[config.mk]
export PLATFORM = sky130hd
export DESIGN_NAME = sat_counter
export DESIGN_NICKNAME = d
export VERILOG_FILES = /design/src/rtl/data_packet_checker_sat_counter.sv
export SDC_FILE = /design/constraint.sdc
export NUM_CORES = 1
export LEC_CHECK = 0
export CORE_MARGIN = 3
export CORE_UTILIZATION = 31
export DETAILED_ROUTE_END_ITERATION = 10
export SLEW_MARGIN = 10
export SYNTH_ARGS = -nofsm -noshare
export SYNTH_HDL_FRONTEND = slang
export SYNTH_SLANG_ARGS = --single-unit
[constraint.sdc]
create_clock -name csi_clock_clk -period 5.7 [get_ports csi_clock_clk]
set_input_delay 1.14 -clock csi_clock_clk [delete_from_list [all_inputs] [get_ports csi_clock_clk]]
set_output_delay 1.14 -clock csi_clock_clk [all_outputs]
set_load 0.01 [all_outputs]
[src/rtl/data_packet_checker_sat_counter.sv]
// Saturating up-counter: adds inc+inc2 (0..2) per cycle, sticks at all-ones,
// and a clear request overrides any increment in the same cycle.
module sat_counter #(
    parameter int W = 16
) (
    input  logic         csi_clock_clk,
    input  logic         csi_clock_reset,
    input  logic         inc,
    input  logic         inc2,
    input  logic         clr,
    output logic [W-1:0] cnt
);

    function automatic logic [W-1:0] sat_add(input logic [W-1:0] v, input logic [1:0] n);
        logic [W:0] s;
        s = {1'b0, v} + {{(W-1){1'b0}}, n};
        sat_add = s[W] ? {W{1'b1}} : s[W-1:0];
    endfunction

    logic [1:0] amount;
    assign amount = {inc & inc2, inc ^ inc2};

    always_ff @(posedge csi_clock_clk or posedge csi_clock_reset) begin
        if (csi_clock_reset)
            cnt <= '0;
        else if (clr)
            cnt <= '0;
        else
            cnt <= sat_add(cnt, amount);
    end

endmodule

---- Word level (Yosys, flattened, before mapping) ----
Cells that the tools add are included.
Widths: inputs -> output; s select.
storage, ports and cells
  bits in registers ....................... 16
  input bits .............................. 5
  output and inout port bits .............. 16
  logic and storage cells ................. 6
operators by class
  add/sub/neg operators ................... 1
  multiplexer cells ....................... 2
  bitwise logic cells ..................... 2
operator list
  kind           count
  $mux 16        2
  $add 16x2->17  1
  $and 1x1->1    1
  $xor 1x1->1    1

---- Longest topological paths before layout ----
  word-level depth ........................ 4
  depth in mapped cells ................... 9
  gate-level depth less buffers ........... 8

---- Worst setup path after synthesis ----
OpenSTA, ideal clock, no wires.
  path type ............................... input to register
  from .................................... in inc
  to ...................................... reg cnt[6]
  library setup time ...................... 82 ps
  arrival time ............................ 2917 ps
  required time ........................... 5618 ps
  slack ................................... 2701 ps
  stages on the path ...................... 9
  path buffers ............................ 1
  cell sequence ........................... ha_1 ha_1 inv_1 fa_1 nand3b_2 nor3_4 nand3_2 buf_2 a31oi_1
on the way
  cells in the longest elaborated chain, start to end .. 4
  elaborated cells on any way between the ends .. 5
  classes of those cells .................. add/sub: 1; mux: 2; bitwise: 2
RTL lines
  element                                            line  RTL
  start, declared                                    8     input logic inc,
  $xor 1x1->1 / $and 1x1->1 (equally long branches)  21    assign amount = {inc & inc2, inc ^ inc2};
  $add 16x2->17 *                                    16    s = {1'b0, v} + {{(W-1){1'b0}}, n};
  $mux 16 *                                          17    sat_add = s[W] ? {W{1'b1}} : s[W-1:0];
  $mux 16 *                                          26    else if (clr)
  end signal, assigned                               29    cnt <= sat_add(cnt, amount);
  end, declared                                      11    output logic [W-1:0] cnt
Mark *: on every way between the ends. The rest lies on a longest branch, timed or not.

---- Worst setup path after layout ----
  from .................................... in inc
  to ...................................... reg cnt[0]
The elaborated chain is that of the path after synthesis.

==> flow_metrics.py <==
metrics = {
    "floorplan": {
        "core_area_mm2": 0.00278,
        "io-pin-count": 21,
        "placementRows": 19,
        "die_h_um": 60.1,
        "dieArea_mm2": 0.00362,
        "start_util_pct": 32.7,
        "dieWidth_um": 60.1,
    },
    "power": {
        "p_per_area_mw_per_mm2": 193,
        "leakagePower_nw": 0.496,
        "ir_worst_vdd_mv": 0.147,
    },
    "routing": {
        "top_layer": "met4",
        "dr_wl_met3_um": 61,
        "first_pass_iters": 4,
        "wl_met2_um": 896,
        "drc": 0,
        "drt-vias-per-instance": 5.43,
        "initialDrtViolationCount": 17,
        "wl_per_cell_um": 13.5,
        "wl_met1_um": 870,
        "finalWirelength_mm": 1.87,
        "ant_nets": 0,
        "num_vias": 749,
    },
    "timing": {
        "worst_clock_skew_ns": 0.00508,
        "period_share_pct": 59.1,
        "slew_headroom_pct": 60.2,
        "tns_ns": 0,
        "finalHoldViolations": 0,
        "worst_slew_pin_slew_ns": 0.596,
        "fmax_mhz": 297,
        "finalMaxSlewViolations": 0,
        "finalSetupViolations": 0,
        "finalWorstPathRequiredPeriod_ns": 3.37,
        "rsz0062_at_grt": "no",
    },
    "synthesis": {
        "synth_fa_ha_area_share_pct": 6.34,
        "netlist_area_um2": 908,
        "syn_nets": 95,
        "ys_warn_count": 0,
        "synth_compound_area_share_pct": 13.2,
        "syn_area_per_cell_um2": 10.6,
        "ys_types": 31,
        "seq_area_frac_synth_pct": 44.1,
        "syn-instance-count": 86,
        "synthTopCellsByArea": "dfrtp_1, a21oi_1, xnor2_1",
        "synth_top_area_share_pct": 44.1,
        "synth_xor_area_share_pct": 9.64,
        "yosysTopAreaCell": "dfrtp_1",
        "muxShareOfSynthArea_pct": 0,
        "synth-seq-cells": 16,
        "synth_simple_gate_area_share_pct": 22.5,
        "synth_top_family_by_area": "simple AND/OR/NAND/NOR gates",
    },
    "worst_hold_path": {
        "hold_path.class": "flop to flop",
    },
    "global_route": {
        "track_usage_pct": 12.3,
        "grt_max_degree": 17,
        "grt_antenna_before_repair": 0,
        "grt_pass1_wl_mm": 3.38,
        "grt_remaining_overflow": 0,
        "grt_pass1_vias": 766,
    },
    "layout": {
        "syn_to_final_growth_pct": 28.9,
        "nets": 117,
        "drive_gt1_share_pct": 9.35,
        "regMostFlops": "cnt",
        "n_antenna_cell": 0,
        "mostFrequentLayoutCells": "clkdlybuf4s50_1, dfrtp_1, a21oi_1, inv_1, xnor2_1",
        "top_regs": "cnt x16",
        "largest_register_ffs": 16,
        "layout_commonest_cell": "clkdlybuf4s50_1",
        "finish.utilization_pct": 42.1,
    },
    "clock_tree": {
        "cts_tree": "yes",
        "clock-root-buffer": "clkbuf_4",
        "insertion_delay_ns": 0.29,
        "cts_buffers": 3,
        "path_clk_slew_ns": 0.09,
        "post_cts_buffers": 0,
        "htreeDepth": 1,
        "clock-sinks": 16,
        "cts_resized": 0,
        "cts_hold_buf": 0,
        "clk_path_buf_depth": 2,
    },
    "setup_path": {
        "worstPathRequired_ns": 5.90,
        "path_class": "input port to flop",
        "start_kind": "input port",
        "cp-end-kind": "flop",
        "path_max_fanout": 13,
        "arrival_ns": 3.57,
    },
    "run": {
        "cap_violations": 0,
    },
    "place": {
        "portBuffers": 20,
        "globalplace.congestion": 0.740,
        "post-dp-hpwl_mm": 1.37,
    },
    "status": {
        "status": "complete, no violations",
    },
}
-- report_power, final --
group | switching, W | leakage, nW | internal, W
logic | 0.0000160 | 0.253 | 0.0000151
registers | 0.00000437 | 0.221 | 0.000117
clock network | 0.0000352 | 0.0210 | 0.0000389
total | 0.0000556 | 0.496 | 0.000171
-- per-layer routing --
| layer | global-route usage, % | vias up |
|---|---|---|
| li1 | - | 355 |
| met1 | 15.7 | 376 |
| met2 | 20.4 | 13 |
| met3 | 1.94 | 5 |
| met4 | 5.70 | 0 |
| met5 | 0 | - |
-- cells by family after synthesis --
group	after synthesis
compound gates	21
xor+xnor	10
fa+ha+maj	4
buf+inv	10
flops	16
simple gates	25
-- cells in the mapped netlist, drive strengths merged --
cell and count:
nor2b 1, ha 3, nand4 4, o21ai 1, a21oi 13, a21o 1
buf 2, nor2 1, nor4b 1, nand3b 1, and3 1, xor2 4
xnor2 6, nor4 4, nor3b 1, inv 7, a311oi 2, clkbuf 1
a31oi 4, nand3 4, nand2 4, fa 1, dfrtp 16, nor3 2
or3 1
-- through the flow --
step / instances / instance area, µm² / setup slack [ns] / hold slack [ns] / power (W)
2_1_floorplan: 86 / 908 / 2.70 / 0.634 / 0.000141
3_3_place_gp: 134 / 1130 / 2.11 / 0.635 / 0.000155
3_5_place_dp: 134 / 1130 / 2.04 / 0.641 / 0.000155
4_1_cts: 138 / 1170 / 2.31 / 0.646 / 0.000230
5_1_grt: 138 / 1170 / 2.16 / 0.695 / 0.000238
6_report: 138 / 1170 / 2.33 / 0.643 / 0.000226
-- layout make-up --
type                       instances  area (µm²)
fill                             274        1610
multi-input combinational         60         469
sequential                        16         400
timing repair buffer              20         200
tap                               31        38.8
clock buffer                       4        36.3
inverter                           7        26.3
-- worst max-delay path, stage by stage --
cell             delay (ns)
clkdlybuf4s50_1        0.41
ha_1                   0.28
ha_1                   0.18
inv_1                  0.06
fa_1                   0.41
nand3b_2               0.32
nor3_4                 0.24
nand3_2                0.29
a21oi_1                0.24
-- path summary, 6_finish.rpt --
path | start | to | slack, ns | depth (start not counted)
setup / recovery | inc | cnt[0] | 2.33 | 9
hold / removal | cnt[15] | cnt[12] | 0.64 | 2
setup reg to reg | cnt[0] | cnt[0] | 3.51 | 7
min in group asynchronous | csi_clock_reset | cnt[4] | 1.21 | 2
max in group asynchronous | csi_clock_reset | cnt[0] | 4.10 | 2
hold reg to reg | cnt[15] | cnt[12] | 0.64 | 2
(Power assumes the default switching activity.)
==> RTL edit: new RTL, same settings <==
Change the parameter `W` from 16 to 32.
--- a/src/rtl/data_packet_checker_sat_counter.sv
+++ b/src/rtl/data_packet_checker_sat_counter.sv
@@ -1,7 +1,7 @@
 // Saturating up-counter: adds inc+inc2 (0..2) per cycle, sticks at all-ones,
 // and a clear request overrides any increment in the same cycle.
 module sat_counter #(
-    parameter int W = 16
+    parameter int W = 32
 ) (
     input  logic         csi_clock_clk,
     input  logic         csi_clock_reset,
Interface: changed (resized cnt); port bits go from 21 to 37. The function was not compared with the original's and may differ.
==> RTL edit against the original RTL <==
- total power up 110%
- combinational power is 19% higher
- sequential cell count up 16
- count of clock-buffer cells in the layout up 3
- global-route usage grew 2.9 points
- clock skew hardly changed
- routed wire length rose to 2.8 times the old value
- area after synthesis is 110% higher
- die area up 100%
- cell area increased by 110%
- sequential power rose by 93%
- register-to-register slack worse by 0.45 ns
- non-clock buffer count is 19 higher
- setup slack got worse by 0.46 ns
- largest cell class unchanged
- largest power group unchanged
==> RTL edit: results (changes against the original RTL) <==
[detailed_routing]
via_per_inst=5.81  ; +7.1%
wl_met3_um=304  ; +400%
wirelength_mm=5.17  ; +180%
drt_iter0_markers=149  ; +132

[logic_synthesis]
syn-num-nets=218  ; +130%
synthTopCellsByArea=dfrtp_1 (41%), a31oi_1 (5.5%), o31ai_1 (3.5%)
synth_cell_types=44  ; +42%
ys_seq_area_share_pct=41.3  ; -2.7 points
synth_commonest_cells=dfrtp_1 (32), a31oi_1 (17), nand3_1 (13), a21oi_1 (12), inv_1 (12)

[clocking]
cts-root-buf=clkbuf_8
clk_pin_slew_ns=0.07  ; -0.02 ns
cts_made_buffers=5  ; +2
htree_num_levels=2  ; +1

[layout]
biggestRegsByFlops=cnt: 32 flops
nFillCells=594  ; +120%
finish.net_count=253  ; +120%
drive_above_1_share_pct=7.79  ; -1.6 points

[placement]
gp_congestion=0.758  ; +2.5%
port_buffers=36  ; +80%
hpwlAfterDp_mm=3.46  ; +150%
dp_slack_ns=1.57  ; -0.472 ns

[sta]
finClkSkew_ns=0.00548  ; +0.000401 ns
slew_headroom_pct=41.4  ; -19 points

[worst_setup_path]
worst-path-max-fanout=10  ; -3
crit_path_max_incr_delay_ns=0.58  ; +0.17 ns
slowest_stage=or3_1

[grt]
grt_pass1_wl_mm=8.88  ; +160%
track_usage_pct=15.3  ; +2.9 points
grt_max_degree=37  ; +20
first_global_vias=1832  ; +140%

[run_status]
status=complete, no violations

[power]
intPower_mw=0.354  ; +110%
p_leak_nw=0.858  ; +73%
ir_worst_vdd_mv=0.0629  ; -57%

-- RTL edit: changes by cell type after synthesis, moves of 8 or more --
cell,before,now
nor2_1,1,10
nor3_1,1,9
or4_1,0,8
nand3_1,2,13
o31ai_1,0,9
dfrtp_1,16,32
a31oi_1,4,17
-- RTL edit: cell type report --
| type | instances | area (um^2) | area share, % |
|---|---|---|---|
| Timing Repair Buffer | 39 | 383 | 15.7 |
| Clock buffer | 7 | 96.3 | 3.96 |
| Multi-Input combinational cell | 154 | 1010 | 41.7 |
| Sequential cell | 32 | 801 | 32.9 |
| Inverter | 12 | 45.0 | 1.85 |
| Tap cell | 75 | 93.8 | 3.86 |
-- RTL edit: critical path, delay by kind of cell --
family	cells	cell delay, ns
buf+inv	2	0.47
compound gates	1	0.17
fa+ha+maj	3	0.86
simple gates	3	1.38
-- RTL edit: path summary, 6_finish.rpt --
path	from	to	slack (ns)	cells past startpoint
worst max-delay path	inc2	cnt[22]$_DFF_PP0_	1.87	9
worst min-delay path	cnt[27]$_DFF_PP0_	cnt[27]$_DFF_PP0_	0.59	2
worst max register to register	cnt[0]$_DFF_PP0_	cnt[22]$_DFF_PP0_	3.06	7
worst min register to register	cnt[27]$_DFF_PP0_	cnt[27]$_DFF_PP0_	0.59	2
max in group asynchronous	csi_clock_reset	cnt[31]$_DFF_PP0_	4.15	3
min in group asynchronous	csi_clock_reset	cnt[18]$_DFF_PP0_	1.24	3
-- RTL edit: logic make-up (layout without fill, tap and decap cells) --
family / count (synthesis) / after routing / synth area share (%)
AND/OR/NAND/NOR: 84 / 84 / 26.2
buffers and inverters: 23 / 58 / 6.33
XOR/XNOR: 5 / 5 / 2.26
AO/OA/AOI/OAI: 61 / 61 / 20.9
adder cells (fa/ha/maj): 4 / 4 / 2.97
flip-flops: 32 / 32 / 41.3
-- RTL edit: routing by layer --
metal	vias to the layer above	track usage, %
met5	-	0
met4	0	5.47
met3	9	2.62
met2	53	24.0
met1	901	21.1
li1	891	-
-- RTL edit: metrics by stage --
stage	area, um^2	hold slack (ns)	utilization (%)	std cells
2_1_floorplan	1940	0.595	-	209
3_3_place_gp	2340	0.585	39.0	312
3_5_place_dp	2340	0.586	39.0	312
4_1_cts	2430	0.602	40.6	319
5_1_grt	2430	0.651	40.6	319
6_report	2430	0.594	40.6	319
-- RTL edit: power groups by stage --
stage / registers, mW / logic [mW] / clock network (mW)
2_1_floorplan: 0.240 / 0.0208 / 0
3_3_place_gp: 0.239 / 0.0372 / 0
3_5_place_dp: 0.239 / 0.0379 / 0
4_1_cts: 0.234 / 0.0380 / 0.198
5_1_grt: 0.235 / 0.0419 / 0.206
6_report: 0.234 / 0.0370 / 0.194
